===== src/rtl/accel_pkg.sv =====
// Shared accelerator constants and signed-range helpers used by acc_bound and its sub-blocks.
package accel_pkg;

  localparam int unsigned ACC_A_BW  = 20;
  localparam int unsigned ACC_D_BW  = 8;
  localparam int unsigned ACC_SH_BW = 4;

  // Largest value representable in a w-bit two's-complement word.
  function automatic longint smax(input int unsigned w);
    return (longint'(1) <<< (w - 1)) - longint'(1);
  endfunction

  // Smallest value representable in a w-bit two's-complement word.
  function automatic longint smin(input int unsigned w);
    return -(longint'(1) <<< (w - 1));
  endfunction

endpackage


===== src/rtl/acc_bound_if.sv =====
// Valid/ready stream bus for acc_bound: accumulator beats in, bounded beats and saturation stats out.
interface acc_bound_if
  import accel_pkg::*;
#(
  parameter int unsigned A_BW  = ACC_A_BW,
  parameter int unsigned D_BW  = ACC_D_BW,
  parameter int unsigned SH_BW = ACC_SH_BW
) ();

  logic                    i_valid;
  logic                    o_ready;
  logic signed [A_BW-1:0]  i_acc_data;
  logic        [SH_BW-1:0] i_shift;
  logic                    o_valid;
  logic                    i_ready;
  logic signed [D_BW-1:0]  o_bound_data;
  logic                    o_sat;
  logic                    i_cnt_clr;
  logic        [15:0]      o_sat_cnt;

  modport master (
    output i_valid, i_acc_data, i_shift, i_ready, i_cnt_clr,
    input  o_ready, o_valid, o_bound_data, o_sat, o_sat_cnt
  );

  modport slave (
    input  i_valid, i_acc_data, i_shift, i_ready, i_cnt_clr,
    output o_ready, o_valid, o_bound_data, o_sat, o_sat_cnt
  );

endinterface


===== src/rtl/bound_sat.sv =====
// Combinational clamp of a wide signed value into an OUT_W-bit signed range, flagging any clamp.
module bound_sat
  import accel_pkg::*;
#(
  parameter int unsigned IN_W  = ACC_A_BW + 1,
  parameter int unsigned OUT_W = ACC_D_BW
) (
  input  logic signed [IN_W-1:0]  din_i,
  output logic signed [OUT_W-1:0] bound_c_o,
  output logic                    sat_c_o
);

  localparam logic signed [IN_W-1:0] MAX_V = IN_W'(smax(OUT_W));
  localparam logic signed [IN_W-1:0] MIN_V = IN_W'(smin(OUT_W));

  always_comb begin
    bound_c_o = OUT_W'(din_i);
    sat_c_o   = 1'b0;
    if (din_i > MAX_V) begin
      bound_c_o = OUT_W'(MAX_V);
      sat_c_o   = 1'b1;
    end else if (din_i < MIN_V) begin
      bound_c_o = OUT_W'(MIN_V);
      sat_c_o   = 1'b1;
    end
  end

endmodule


===== src/rtl/acc_bound.sv =====
// Two-stage accumulator bounding pipeline: S1 rounds and arithmetically shifts, S2 saturates to D_BW.
// Define ACC_BOUND_ROUND_EN for round-half-up before the shift; default build floors.
module acc_bound
  import accel_pkg::*;
#(
  parameter int unsigned A_BW  = ACC_A_BW,
  parameter int unsigned D_BW  = ACC_D_BW,
  parameter int unsigned SH_BW = ACC_SH_BW
) (
  input  logic        i_clk,
  input  logic        i_rstn,
  acc_bound_if.slave  bus
);

  localparam int unsigned S1_W  = A_BW + 1;
  localparam int unsigned CNT_W = 16;

  logic                    advance_c;
  logic                    s1_valid_q, s1_valid_d;
  logic signed [S1_W-1:0]  s1_data_q,  s1_data_d;
  logic                    out_valid_q, out_valid_d;
  logic signed [D_BW-1:0]  bound_q, bound_d;
  logic                    sat_q, sat_d;
  logic        [CNT_W-1:0] cnt_q, cnt_d;

  logic signed [S1_W-1:0]  acc_ext_c;
  logic signed [S1_W-1:0]  rnd_c;
  logic signed [S1_W-1:0]  sum_c;
  logic signed [S1_W-1:0]  shifted_c;
  logic signed [D_BW-1:0]  clamp_c;
  logic                    clamp_sat_c;

  // One extra bit of headroom so the rounding offset cannot overflow.
  always_comb begin
    acc_ext_c = {bus.i_acc_data[A_BW-1], bus.i_acc_data};
    rnd_c     = '0;
`ifdef ACC_BOUND_ROUND_EN
    if (bus.i_shift != '0) begin
      rnd_c = S1_W'(1) << (bus.i_shift - SH_BW'(1));
    end
`endif
    sum_c     = acc_ext_c + rnd_c;
    shifted_c = sum_c >>> bus.i_shift;
  end

  bound_sat #(
    .IN_W  (S1_W),
    .OUT_W (D_BW)
  ) u_bound_sat (
    .din_i     (s1_data_q),
    .bound_c_o (clamp_c),
    .sat_c_o   (clamp_sat_c)
  );

  // Whole pipeline moves together; a stalled output freezes both stages.
  assign advance_c = !out_valid_q || bus.i_ready;

  always_comb begin
    s1_valid_d  = s1_valid_q;
    s1_data_d   = s1_data_q;
    out_valid_d = out_valid_q;
    bound_d     = bound_q;
    sat_d       = sat_q;
    cnt_d       = cnt_q;

    if (advance_c) begin
      s1_valid_d  = bus.i_valid;
      out_valid_d = s1_valid_q;
      if (bus.i_valid) begin
        s1_data_d = shifted_c;
      end
      if (s1_valid_q) begin
        bound_d = clamp_c;
        sat_d   = clamp_sat_c;
      end
    end

    // Clear wins over a same-cycle increment; the count sticks at all-ones.
    if (bus.i_cnt_clr) begin
      cnt_d = '0;
    end else if (out_valid_q && bus.i_ready && sat_q && (cnt_q != '1)) begin
      cnt_d = cnt_q + CNT_W'(1);
    end
  end

  always_ff @(posedge i_clk or negedge i_rstn) begin
    if (!i_rstn) begin
      s1_valid_q  <= 1'b0;
      s1_data_q   <= '0;
      out_valid_q <= 1'b0;
      bound_q     <= '0;
      sat_q       <= 1'b0;
      cnt_q       <= '0;
    end else begin
      s1_valid_q  <= s1_valid_d;
      s1_data_q   <= s1_data_d;
      out_valid_q <= out_valid_d;
      bound_q     <= bound_d;
      sat_q       <= sat_d;
      cnt_q       <= cnt_d;
    end
  end

  assign bus.o_ready      = advance_c;
  assign bus.o_valid      = out_valid_q;
  assign bus.o_bound_data = bound_q;
  assign bus.o_sat        = sat_q;
  assign bus.o_sat_cnt    = cnt_q;

endmodule


===== src/flat_wrapper.sv =====
// flat-port wrapper written by rule: the top's interface ports become plain ports
module acc_bound_flat import accel_pkg::*;
#(
  parameter int unsigned A_BW  = ACC_A_BW,
  parameter int unsigned D_BW  = ACC_D_BW,
  parameter int unsigned SH_BW = ACC_SH_BW
)
  (i_clk, i_rstn, bus_i_valid, bus_i_acc_data, bus_i_shift, bus_i_ready, bus_i_cnt_clr, bus_o_ready, bus_o_valid, bus_o_bound_data, bus_o_sat, bus_o_sat_cnt);
  acc_bound_if #(.A_BW(A_BW), .D_BW(D_BW), .SH_BW(SH_BW)) bus_i ();
  input  logic i_clk;
  input  logic i_rstn;
  input wire logic [$bits(bus_i.i_valid)-1:0] bus_i_valid;
  input wire logic [$bits(bus_i.i_acc_data)-1:0] bus_i_acc_data;
  input wire logic [$bits(bus_i.i_shift)-1:0] bus_i_shift;
  input wire logic [$bits(bus_i.i_ready)-1:0] bus_i_ready;
  input wire logic [$bits(bus_i.i_cnt_clr)-1:0] bus_i_cnt_clr;
  output wire logic [$bits(bus_i.o_ready)-1:0] bus_o_ready;
  output wire logic [$bits(bus_i.o_valid)-1:0] bus_o_valid;
  output wire logic [$bits(bus_i.o_bound_data)-1:0] bus_o_bound_data;
  output wire logic [$bits(bus_i.o_sat)-1:0] bus_o_sat;
  output wire logic [$bits(bus_i.o_sat_cnt)-1:0] bus_o_sat_cnt;
  assign bus_i.i_valid = bus_i_valid;
  assign bus_i.i_acc_data = bus_i_acc_data;
  assign bus_i.i_shift = bus_i_shift;
  assign bus_i.i_ready = bus_i_ready;
  assign bus_i.i_cnt_clr = bus_i_cnt_clr;
  assign bus_o_ready = bus_i.o_ready;
  assign bus_o_valid = bus_i.o_valid;
  assign bus_o_bound_data = bus_i.o_bound_data;
  assign bus_o_sat = bus_i.o_sat;
  assign bus_o_sat_cnt = bus_i.o_sat_cnt;
  acc_bound #(.A_BW(A_BW), .D_BW(D_BW), .SH_BW(SH_BW)) u_core (.i_clk(i_clk), .i_rstn(i_rstn), .bus(bus_i));
endmodule

===== config.mk =====
export PLATFORM = sky130hd
export DESIGN_NAME = acc_bound_flat
export DESIGN_NICKNAME = d
export VERILOG_FILES = /design/src/rtl/accel_pkg.sv /design/src/rtl/acc_bound_if.sv /design/src/rtl/bound_sat.sv /design/src/rtl/acc_bound.sv /design/src/flat_wrapper.sv
export SDC_FILE = /design/constraint.sdc
export NUM_CORES = 1
export LEC_CHECK = 0
export ABC_AREA = 1
export BUFFER_PORTS_ARGS = -buffer_cell sky130_fd_sc_hd__buf_2
export CORE_ASPECT_RATIO = 0.9
export CORE_MARGIN = 2
export CORE_UTILIZATION = 50
export CTS_CLUSTER_DIAMETER = 60
export CTS_CLUSTER_SIZE = 28
export DETAILED_ROUTE_END_ITERATION = 8
export GPL_TIMING_DRIVEN = 0
export PLACE_DENSITY = 0.7
export SETUP_SLACK_MARGIN = 0.4
export SLEW_MARGIN = 25
export SYNTH_ARGS = -nofsm -noshare
export SYNTH_HDL_FRONTEND = slang
export SYNTH_HIERARCHICAL = 1
export SYNTH_SLANG_ARGS = --single-unit

===== constraint.sdc =====
create_clock -name i_clk -period 2.3 [get_ports i_clk]
set_input_delay 0.115 -clock i_clk [delete_from_list [all_inputs] [get_ports i_clk]]
set_output_delay 0.115 -clock i_clk [all_outputs]
set_load 0.05 [all_outputs]

======== Yosys cells after proc, flatten, opt, wreduce, memory -nomap -nowiden ========
Cells that the tools add are included.
operators by class
  eq/ne operators ......................... 1
  shift operators ......................... 1
  multipliers ............................. 0
  multiplexer cells ....................... 6
  order comparisons ....................... 2
  divide/modulo/power cells ............... 0
  bitwise gates (word level) .............. 0
  reductions and logical operators ........ 8
  add/sub/neg operators ................... 1
operators with widths
  operator                                                        count
  2-to-1 mux 16 bit                                               2
  greater-than comparator 21 x 8 -> 1 bit, second input constant  1
  < comparator 21 x 8 -> 1 bit, second input constant             1
  >>> shifter 20 x 4 -> 21 bit                                    1
  adder 16 x 1 -> 16 bit, second input constant                   1
  2-to-1 mux 8 bit                                                2
  != test 16 bit, second input constant                           1
  AND reduction 2 bit                                             2
  logical AND 1 bit                                               3
  2-to-1 mux 1 bit                                                2
  nonzero test 2 bit                                              1
  logical NOT 1 bit                                               1
  logical OR 1 bit                                                1
word-level totals
  input port bits ......................... 29
  memories ................................ 0
  bits in read-only memories .............. 0
  register bits ........................... 48
  word-level logic and storage cells ...... 25
  latch bits .............................. 0
  RAM bits ................................ 0

======== Longest topological paths before layout ========
  depth after elaboration ................. 5
  depth in mapped cells ................... 10
  mapped depth without buffers ............ 9

======== Cells and area by module ========
Netlist, hierarchy kept.
by module, submodules not included
  module     cells an instance  area each (um^2)  times used
  acc_bound  422                2,947.8           1
  bound_sat  44                 176.4             1

======== Worst setup path before layout ========
OpenSTA, ideal clock, no wires.
  kind .................................... register to register
  from .................................... register u_core.out_valid_q, in the netlist u_core/bus.o_valid
  to ...................................... register u_core.s1_data_q[11]
  period minus slack after synthesis ...... 1,922 ps
  stages on the path, launching flop included .. 7
  library setup time ...................... 139 ps
  required time ........................... 2,161 ps
  path slack .............................. 378 ps
  arrival time ............................ 1,783 ps
  path through ............................ dfrtp_1 inv_1 nor2_1 inv_1 nand2_1 a21oi_1 a21oi_1
between the ends
  word-level cells in the longest chain between the ends .. 3
RTL lines
  what                           RTL line            text
  start, declared                acc_bound.sv:21     logic out_valid_q, out_valid_d;
  start signal, assigned         acc_bound.sv:97     out_valid_q <= out_valid_d;
  logical NOT 1 bit              acc_bound.sv:56     assign advance_c = !out_valid_q || bus.i_ready;
  logical OR 1 bit               acc_bound.sv:56
  named net bus_o_ready          flat_wrapper.sv:17  output wire logic [$bits(bus_i.o_ready)-1:0] bus_o_ready;
  AND reduction 2 bit (no line)  --
  end signal, assigned           acc_bound.sv:96     s1_data_q <= s1_data_d;
  end, declared                  acc_bound.sv:20     logic signed [S1_W-1:0] s1_data_q, s1_data_d;
The timed path passes the listed nets, and every way through them passes these cells.
A chain may end at the register's enable or synchronous reset.

======== Final worst setup path ========
  from .................................... register u_core.cnt_q[0], in the netlist u_core/bus.o_sat_cnt[0]
  to ...................................... register u_core.cnt_q[14], in the netlist u_core/bus.o_sat_cnt[14]
between the ends
  word-level cells in the longest chain between the ends .. 3
RTL lines
  what                                                      RTL line                          text
  start, declared                                           acc_bound.sv:24                   logic [CNT_W-1:0] cnt_q, cnt_d;
  start signal, assigned                                    acc_bound.sv:100                  cnt_q <= cnt_d;
  adder 16 x 1 -> 16 bit or != test 16 bit (tied branches)  acc_bound.sv:82, acc_bound.sv:81
  2-to-1 mux 16 bit or logical AND 1 bit (tied branches)    acc_bound.sv:81                   end else if (out_valid_q && bus.i_ready && sat_q && (cnt_q != '1)) begin
  2-to-1 mux 16 bit or nonzero test 2 bit (tied branches)   --
Parallel ways exist; a longest one is shown, timed or not. The select of a mux whose other input is x is not followed.

==> results.rst <==
.. list-table::
   :header-rows: 1

   * - Metric
     - Value
   * - Final count of negative-setup-slack endpoints
     - 0
   * - Dominant cell type by area after synthesis
     - sky130_fd_sc_hd__dfrtp_1
   * - Most area-consuming cells after synthesis
     - sky130_fd_sc_hd__dfrtp_1, sky130_fd_sc_hd__nand2_1, sky130_fd_sc_hd__nand3_1
   * - HPWL after detailed placement
     - 6.135 mm
   * - Part of the power in the clock network
     - 0.201
   * - Setup bufs post-CTS
     - 0
   * - Slew headroom
     - 0.5970
   * - Bufs on Longest Clock Path
     - 2
   * - Count of yosys warnings during synthesis
     - 6
   * - Hold path startpoint
     - bus_i_acc_data[19]
   * - Wirelength per Cell
     - 13.27 um
   * - Register area share after synthesis
     - 0.3765
   * - Routed WL
     - 7.974 mm
   * - Insertion delay to the later sink of the worst-skew pair
     - 0.29 ns
   * - Post-Route Utilization
     - 0.5893
   * - Critical path required time
     - 2.53 ns
   * - Number of standard cells after synthesis
     - 466
   * - Worst Hold Endpoint
     - u_core/s1_data_q[19]
   * - Final weighted congestion in routability-driven placement
     - 0.9163
   * - Reg2reg end
     - u_core/bus.o_sat_cnt[14]
   * - Internal power consumption
     - 1.425 mW
   * - Total vias in the final route
     - 3296
   * - Vias per std cell
     - 5.484
   * - Final TNS setup
     - 0 ns
   * - Maximum clock frequency
     - 601.8 MHz
   * - Total Routing Usage GR
     - 0.2416
   * - Clock net sink count
     - 47
   * - Leading cell type in the layout, fill and taps excluded
     - sky130_fd_sc_hd__nand2_1
   * - Worst voltage drop across the vdd grid
     - 0.0007134 V
   * - Total I/O pin count
     - 56
   * - Floorplan die height
     - 78.99 um
   * - Initial antenna violation count
     - 0
   * - Average footprint of a synthesized cell
     - 6.704 sq um
   * - Area growth syn-to-layout
     - 14.70%
   * - Number of global-route vias before repair
     - 3031
   * - Proportion of power drawn by flip-flops and latches
     - 0.444
   * - Floorplan die area
     - 6898 sq um
   * - Fill count
     - 615
   * - Register-to-register setup slack
     - 0.64 ns
   * - CTS tree
     - yes
   * - Total core area
     - 6081 sq um
   * - Least-Margin Pin Slew
     - 0.6044 ns
   * - Setup repair after global routing missed its margin
     - no
   * - Top cell type's share of synthesized area
     - 0.3765
   * - Worst Reg2Reg Path Length in Cells
     - 10
   * - Router iterations before antenna repair
     - 5
   * - Post-layout minimum cycle time
     - 1.662 ns
   * - Cell leakage power
     - 1.879 nW
   * - Final Hold Violating Endpoints
     - 0
   * - Number of flip-flops and latches in the synthesized netlist
     - 47
   * - Number of remaining DRC errors
     - 0
   * - Overall overflow remaining after global route
     - 0
   * - Number of library cell types mapped by synthesis
     - 29
   * - Post-DRT Antenna Nets
     - 0
   * - Startpoint type of the worst setup path
     - flop
   * - Hold/Removal Path Class
     - primary input to flop
   * - Net Sw Frac
     - 0.3941
   * - Number of standard-cell rows in the floorplan
     - 27
   * - Clock-pin slew on the worst setup and hold paths
     - 0.09 ns
   * - Count of routing violations after the opening detailed-route iteration
     - 194
   * - Fraction of final layout cells sized beyond drive strength 1
     - 0.1815
   * - Number of I/O port buffers
     - 53
   * - Logic gate share of total power
     - 0.355
   * - Worst-path fanout max
     - 10
   * - Die boundary width
     - 87.33 um
   * - Inserted Clock Buffers
     - 5
   * - Root Buffer
     - sky130_fd_sc_hd__clkbuf_8
   * - Net Count, Synth
     - 496
   * - Number of diodes
     - 0
   * - Initial Utilization
     - 0.5138
   * - Final layout net count
     - 558
   * - Commonest cells after routing, fill and taps aside
     - sky130_fd_sc_hd__nand2_1, sky130_fd_sc_hd__nand3_1, sky130_fd_sc_hd__buf_2
   * - CTS H-tree depth
     - 2
   * - Hold path depth
     - 3
   * - Crit. End Element
     - flop
   * - Post-route clock period utilization
     - 0.7225
   * - Slew Limit Fails
     - 0
   * - Data arrival time of the critical path
     - 1.89 ns
   * - Pwr dens
     - 656.2 nW/um^2
   * - Mapped cell area
     - 3124 sq um
   * - Start of the worst register-to-register path
     - u_core/bus.o_sat_cnt[0]
   * - Total net switching power
     - 0.9268 mW
   * - Global-route wire length before repair
     - 13.51 mm
   * - Max capacitance violation total
     - 0
   * - Result of the run
     - finished, final reports clean
   * - Number of gates resized after cts
     - 0
   * - Worst clock skew
     - 0.009140 ns
   * - Largest net degree at the start of global routing
     - 48
   * - Type of the worst setup path
     - flop to flop
cell type report:
| cell class | instances | area (sq um) | share of cell area |
|---|---|---|---|
| plain buffers | 18 | 103.9 | 0.02898 |
| flip-flops and latches | 47 | 1176 | 0.3282 |
| inverters | 23 | 86.33 | 0.02409 |
| multi-input cells | 378 | 1758 | 0.4906 |
| clock inverters | 1 | 5.005 | 0.001397 |
| well taps | 72 | 90.09 | 0.02514 |
| clock buffers | 7 | 76.32 | 0.02130 |
| repair buffers | 55 | 287.8 | 0.08031 |
stage by stage:
| stage | area (sq um) | cells | setup WS (ns) | hold WS, ns | power [mW] |
|---|---|---|---|---|---|
| after global routing | 3583 | 601 | 0.4951 | 0.1045 | 2.507 |
| after global placement | 3480 | 591 | 0.7176 | 0.3155 | 1.875 |
| after floorplan | 3124 | 466 | 0.5009 | -0.1806 | 1.660 |
| after detailed placement | 3480 | 591 | 0.6944 | 0.3243 | 1.886 |
| after CTS | 3561 | 599 | 0.6630 | 0.005401 | 2.363 |
| final | 3583 | 601 | 0.6383 | 0.1058 | 2.352 |
worst max-delay path by stage:
stage,from,end,slack (ns)
after floorplan,u_core/bus.o_sat_cnt[1],u_core/bus.o_sat_cnt[6],0.50
after global placement,u_core/bus.o_sat_cnt[0],u_core/bus.o_sat_cnt[14],0.72
final,u_core/bus.o_sat_cnt[0],u_core/bus.o_sat_cnt[14],0.64
after CTS,u_core/bus.o_sat_cnt[0],u_core/bus.o_sat_cnt[14],0.66
after detailed placement,u_core/bus.o_sat_cnt[0],u_core/bus.o_sat_cnt[14],0.69
after global routing,u_core/bus.o_sat_cnt[0],u_core/bus.o_sat_cnt[9],0.50
metal layers:
layer / part of all wire / global-route usage
met1: 0.50 / 0.3674
met2: 0.42 / 0.3591
met3: 0.071 / 0.04574
met4: 0.0064 / 0.04462
met5: 0 / 0
cells in the mapped netlist, drive strengths merged:
master and count:
a21oi 9, buf 14, clkbuf 4, clkinv 2, dfrtp 47, ha 1, inv 21, mux2 9
nand2 188, nand3 104, nand3b 1, nand4 14, nor2 36, nor3 1, o21a 1, o21ai 3
o21bai 4, or2 3, xor2 4
power groups by stage:
stage                     Clock [mW]  Sequential (mW)  Combinational (mW)
final                          0.472             1.04               0.835
after global routing           0.529             1.06               0.915
after CTS                      0.487             1.04               0.832
after detailed placement           0             1.06               0.828
after global placement             0             1.06               0.820
after floorplan                    0             1.27               0.391
critical path: stages, from the launching register on:
cell and delay, ns:
sky130_fd_sc_hd__dfrtp_1 0.43, sky130_fd_sc_hd__ha_1 0.22, sky130_fd_sc_hd__nand3_2 0.13, sky130_fd_sc_hd__inv_1 0.10
sky130_fd_sc_hd__nand2_2 0.09, sky130_fd_sc_hd__o21ai_2 0.16, sky130_fd_sc_hd__nand2_2 0.09, sky130_fd_sc_hd__inv_2 0.10
sky130_fd_sc_hd__buf_6 0.15, sky130_fd_sc_hd__nand2_1 0.06, sky130_fd_sc_hd__nand2_1 0.07
logic make-up after synthesis:
kind of cell | count (synthesis) | synth area share
mux | 9 | 0.03244
simple gates | 347 | 0.4826
compound gates | 17 | 0.03244
flops | 47 | 0.3765
buf+inv | 41 | 0.06087
xor+xnor | 4 | 0.01121
fa+ha+maj | 1 | 0.004004
state kept, by name, indices dropped and copies added, names as in the netlist:
signal                   flops
u_core/bus.o_sat_cnt        16
u_core/bus.o_valid           1
u_core/s1_data_q            20
u_core/s1_valid_q            1
u_core/bus.o_sat             1
u_core/bus.o_bound_data      8
repair_timing:
action,in CTS,in global routing
hold buffers,0,2
endpoints found under the hold margin,0,48
endpoints found under the setup margin,0,0
No activity file was read; power rests on OpenSTA's default activity.
